[config.mk]
export PLATFORM = sky130hd
export DESIGN_NAME = ahb_sram_slv
export DESIGN_NICKNAME = d
export VERILOG_FILES = /design/src/rtl/ahb_sram_slv.sv
export SDC_FILE = /design/constraint.sdc
export NUM_CORES = 2
export LEC_CHECK = 0
export ABC_AREA = 1
export CORE_ASPECT_RATIO = 1.4
export CORE_MARGIN = 5
export CORE_UTILIZATION = 50
export DETAILED_ROUTE_END_ITERATION = 12
export DONT_BUFFER_PORTS = 1
export PLACE_DENSITY_LB_ADDON = 0.08
export SYNTH_ARGS = -nofsm -noshare
export SYNTH_HDL_FRONTEND = slang
export SYNTH_SLANG_ARGS = --single-unit
[constraint.sdc]
create_clock -name hclk -period 6.6 [get_ports hclk]
set_input_delay 1.65 -clock hclk [delete_from_list [all_inputs] [get_ports hclk]]
set_output_delay 1.65 -clock hclk [all_outputs]
set_load 0.1 [all_outputs]
[src/rtl/ahb_sram_slv.sv]
// AHB-Lite SRAM slave: a flop-based word array with configurable wait states,
// a two-cycle ERROR response for bad transfers and byte-lane masked writes.
module ahb_sram_slv #(
  parameter int          HADDR_WIDTH = 32,
  parameter int          DATA_WIDTH  = 32,
  parameter int          MEM_DEPTH   = 64,
  parameter int          WAIT_CYCLES = 1,
  parameter logic [31:0] BASE_ADDR   = 32'h4003_0000
) (
  input  logic                    hclk,
  input  logic                    hresetn,
  input  logic                    hsel,
  input  logic [HADDR_WIDTH-1:0]  haddr,
  input  logic [1:0]              htrans,
  input  logic                    hwrite,
  input  logic [2:0]              hsize,
  input  logic [2:0]              hburst,
  input  logic [DATA_WIDTH-1:0]   hwdata,
  input  logic [DATA_WIDTH/8-1:0] hwstrb,
  input  logic                    hready,
  output logic                    hreadyout,
  output logic [DATA_WIDTH-1:0]   hrdata,
  output logic                    hresp
);

  localparam int IDX_W = $clog2(MEM_DEPTH);
  localparam logic [HADDR_WIDTH-1:0] BASE      = HADDR_WIDTH'(BASE_ADDR);
  localparam logic [HADDR_WIDTH-1:0] SPAN      = HADDR_WIDTH'(MEM_DEPTH * 4);
  localparam logic [3:0]             WAIT_LAST = 4'(WAIT_CYCLES);

  typedef enum logic [1:0] {S_IDLE, S_WAIT, S_ERR1, S_ERR2} state_t;

  state_t                 state, state_nxt;
  logic [2:0]             wait_cnt;
  logic                   pend;
  logic                   wr_q;
  logic [IDX_W-1:0]       idx_q;
  logic [3:0]             lane_q;
  logic [DATA_WIDTH-1:0]  mem [MEM_DEPTH];

  logic [HADDR_WIDTH-1:0] offset;
  logic                   can_accept;
  logic                   accept;
  logic                   xfer_err;
  logic [3:0]             lane_mask;
  logic                   complete;
  logic                   unused_bits;

  assign offset      = haddr - BASE;
  assign can_accept  = (state == S_IDLE) || (state == S_ERR2);
  assign accept      = can_accept && hsel && hready && htrans[1];
  assign complete    = (state == S_IDLE) && pend;
  assign hrdata      = (complete && !wr_q) ? mem[idx_q] : '0;
  assign unused_bits = ^{hburst, htrans[0], offset};

  always_comb begin
    xfer_err = 1'b0;
    if (haddr < BASE || offset >= SPAN)        xfer_err = 1'b1;
    if (hsize > 3'd2)                          xfer_err = 1'b1;
    if (hsize == 3'd1 && haddr[0])             xfer_err = 1'b1;
    if (hsize == 3'd2 && haddr[1:0] != 2'b00)  xfer_err = 1'b1;
  end

  always_comb begin
    case (hsize)
      3'd0:    lane_mask = 4'b0001 << haddr[1:0];
      3'd1:    lane_mask = 4'b0011 << haddr[1:0];
      default: lane_mask = 4'b1111;
    endcase
  end

  always_ff @(posedge hclk or negedge hresetn) begin
    if (!hresetn) state <= S_IDLE;
    else          state <= state_nxt;
  end

  // ERR2 is itself a completing cycle, so it may take a new address phase just like IDLE
  always_comb begin
    state_nxt = state;
    hreadyout = 1'b1;
    hresp     = 1'b0;
    case (state)
      S_IDLE, S_ERR2: begin
        if (state == S_ERR2) begin
          hresp     = 1'b1;
          state_nxt = S_IDLE;
        end
        if (accept) begin
          if (xfer_err)             state_nxt = S_ERR1;
          else if (WAIT_CYCLES > 0) state_nxt = S_WAIT;
          else                      state_nxt = S_IDLE;
        end
      end
      S_WAIT: begin
        hreadyout = 1'b0;
        if ({1'b0, wait_cnt} + 4'd1 == WAIT_LAST) state_nxt = S_IDLE;
      end
      S_ERR1: begin
        hreadyout = 1'b0;
        hresp     = 1'b1;
        state_nxt = S_ERR2;
      end
      default: state_nxt = S_IDLE;
    endcase
  end

  // pend marks a valid OKAY transfer whose data phase ends in the next IDLE cycle
  always_ff @(posedge hclk or negedge hresetn) begin
    if (!hresetn) begin
      wait_cnt <= 3'd0;
      pend     <= 1'b0;
      wr_q     <= 1'b0;
      idx_q    <= '0;
      lane_q   <= 4'b0000;
    end else begin
      if (state == S_WAIT) wait_cnt <= wait_cnt + 3'd1;
      else                 wait_cnt <= 3'd0;
      if (can_accept)           pend <= accept && !xfer_err;
      else if (state == S_ERR1) pend <= 1'b0;
      if (accept) begin
        wr_q   <= hwrite;
        idx_q  <= offset[IDX_W+1:2];
        lane_q <= lane_mask;
      end
    end
  end

  always_ff @(posedge hclk or negedge hresetn) begin
    if (!hresetn) begin
      for (int i = 0; i < MEM_DEPTH; i++) mem[i] <= '0;
    end else if (complete && wr_q) begin
      for (int b = 0; b < 4; b++) begin
        if (hwstrb[b] && lane_q[b]) mem[idx_q][8*b +: 8] <= hwdata[8*b +: 8];
      end
    end
  end

endmodule

==> impl_metrics.json <==
{
  "startpoint_type": "flop",
  "hold_class": "flop to flop",
  "cp.required_ns": 4.95,
  "endpoint_kind": "output port",
  "setup_viol_count_final": 0,
  "grt_max_degree": 278,
  "final_util": 0.547,
  "grt_overflow": 0,
  "synthTopCellsByArea": "dfrtp_1 (54%), nand2_1 (22%), o21ai_0 (9.1%), a21oi_1 (4.2%), o21ai_1 (3.8%)",
  "syn_inst": 12223,
  "syn_avg_cell_area_sq_um": 7.76,
  "drc_errors": 0,
  "synth.most_common_cell": "nand2_1",
  "clk_pin_slew_ns": 0.06,
  "via_per_inst": 5.66,
  "async_reset_ff_frac": 1.00,
  "synth.net_count": 12312,
  "status": "finished, final reports clean",
  "min_period_ns": 6.08,
  "synth-xor-area-share": 0.000185,
  "cts_max_level": 4,
  "post_cts_buffers": 0,
  "cts_sinks": 2065,
  "hold_buffers": 0,
  "final_cells": 14376,
  "fin_skew_ns": 0.0258,
  "root_buffer": "clkbuf_16",
  "final_nets": 11793,
  "grt_setup_unrepaired": "no",
  "synth.distinct_cells": 27,
  "synth_top_family_by_area": "simple AND/OR/NAND/NOR gates",
  "ys.flop_type": "dfrtp_1",
  "fmax_ghz": 0.165,
  "worstMarginPinSlew_ns": 1.43,
  "ioPinCount": 115,
  "grt_pass1_vias": 76629,
  "worst-r2r-cell-count": 5,
  "synth_compound_area_frac": 0.171,
  "coreArea_sq_mm": 0.189,
  "synthSimpleGateAreaFrac": 0.240,
  "die_y_microns": 525,
  "cts_buffer_depth": 4,
  "antenna_found_initial": 13,
  "syn_to_final_growth_pct": 9.10,
  "yosys.area_share.adder": 0.00106,
  "cap_violations": 0,
  "drtIter0Drc": 8649,
  "grt_usage": 0.301,
  "r2r_setup_slack_ns": 1.94,
  "cts_tree": "yes",
  "dr.pass1.iters": 7,
  "ant_nets": 0,
  "ys_ff_latch": 2065,
  "vdd_ir_drop_max_uv": 347,
  "rows": 189,
  "cts_buffers": 208,
  "start_util": 0.501,
  "dieWidth_microns": 378,
  "fin_tns_setup_ns": 0,
  "drive_gt1_frac": 0.0573,
  "postRouteWirelength_microns": 303000,
  "hold_depth": 2,
  "synthMuxAreaShare": 0,
  "synth_commonest_cells": "nand2_1 (5,580), dfrtp_1 (2,065), o21ai_0 (1,719)",
  "cts.repair.resized": 0,
  "synth_edf_count": 0,
  "vias": 81355,
  "synth_area_sq_mm": 0.0948,
  "place_congestion": 0.864,
  "power_density_mw_per_mm2": 317,
  "fin_crit_sh": 0.920,
  "clk-insertion-delay-late_ns": 0.85,
  "dpl.hpwl_microns": 176000,
  "critPathKind": "flop to output port",
  "routedWlPerCell_microns": 21.1,
  "leakagePower_nw": 46.1,
  "seq_area_frac_synth": 0.545,
  "arrival_ns": 4.43,
  "slew_headroom": 0.0449,
  "finalHoldViolations": 0,
  "worst-path-max-fanout": 62,
  "finalMaxSlewViolations": 0,
  "yosysTopAreaCell": "dfrtp_1",
  "io_buffers": 0,
  "grt_pass1_wl_microns": 467000,
  "design.die.area_sq_mm": 0.199,
  "ys_warn_count": 0,
  "placed_cells": 13974,
  "synth_top_area_share": 0.545
}
[layer usage]
metal	wire length, microns	vias to the layer above	track usage	part of all wire
met5	32	-	0	0.00011
li1	-	38554	-	-
met4	13100	4	0.120	0.043
met1	129000	39374	0.416	0.42
met2	138000	2854	0.473	0.45
met3	23200	569	0.0555	0.077
[path summary, 6_finish.rpt]
| check | startpoint | to |
|---|---|---|
| setup / recovery | idx_q[1] | hrdata[25] |
| hold reg to reg | mem[1817] | mem[1817] |
| hold / removal | mem[1817] | mem[1817] |
| min in group asynchronous | hresetn | mem[832] |
| max in group asynchronous | hresetn | mem[1783] |
| setup reg to reg | idx_q[1] | mem[882] |
[power by group]
| group | switching (mW) | internal (mW) | leakage [nW] |
|---|---|---|---|
| clock network | 5.03 | 6.81 | 3.35 |
| registers | 0.372 | 13.1 | 28.8 |
| logic | 6.23 | 1.28 | 13.9 |
[kinds of logic after synthesis]
logic type | after synthesis
AND/OR/NAND/NOR | 5900
AO/OA/AOI/OAI | 3242
flip-flops | 2065
buffers and inverters | 1006
adder cells (fa/ha/maj) | 8
XOR/XNOR | 2
[critical path, cell delays in order (launching register included)]
cell	delay, ns
dfrtp_4	0.76
buf_4	0.75
nand3_1	0.69
o22ai_1	0.31
nor2_1	0.08
nand2_1	0.10
nand2_1	0.06
nand2_1	0.23
nor2_1	0.09
a21oi_2	0.26
buf_12	0.22
[cell usage in the layout, fill, tap and decap left out, drive strengths merged]
cell,netlist,routed
nand2,5607,5607
o21ai,2440,2440
dfrtp,2065,2065
a21oi,788,788
clkbuf,663,322
buf,251,185
nor2,172,172
nand4,93,93
inv,59,93
clkinv,33,38
diode,0,27
nand3,17,17
o22ai,12,12
nor3,8,8
ha,8,8
bufinv,0,7
clkinvlp,0,4
xnor2,2,2
or2,2,2
nand3b,1,1
o31ai,1,1
a21boi,1,1
[sequential cells by signal, summed over array words and instances (netlist names)]
signal,count
mem,2048
state,2
wait_cnt,3
lane_q,4
idx_q,6
wr_q,1
pend,1
[layout make-up]
type / instances / area [sq um]
timing repair buffer: 185 / 2160
clock buffer: 322 / 6310
antenna: 27 / 67.6
multi-input combinational: 9152 / 39300
sequential: 2065 / 51700
tap: 2483 / 3110
clock inverter: 50 / 443
fill: 17978 / 85700
inverter: 92 / 373
[metrics by stage]
step	hold WS (ns)	setup slack (ns)	area, sq um	power, mW
global placement	0.460	0.801	96600	21.0
detailed placement	0.473	0.644	96600	21.1
global route	0.479	0.461	103000	34.0
finish	0.482	0.525	103000	32.8
floorplan	0.449	1.78	94800	17.8
CTS	0.465	0.584	103000	32.9
Note: power is estimated with default switching activity, not from simulation.
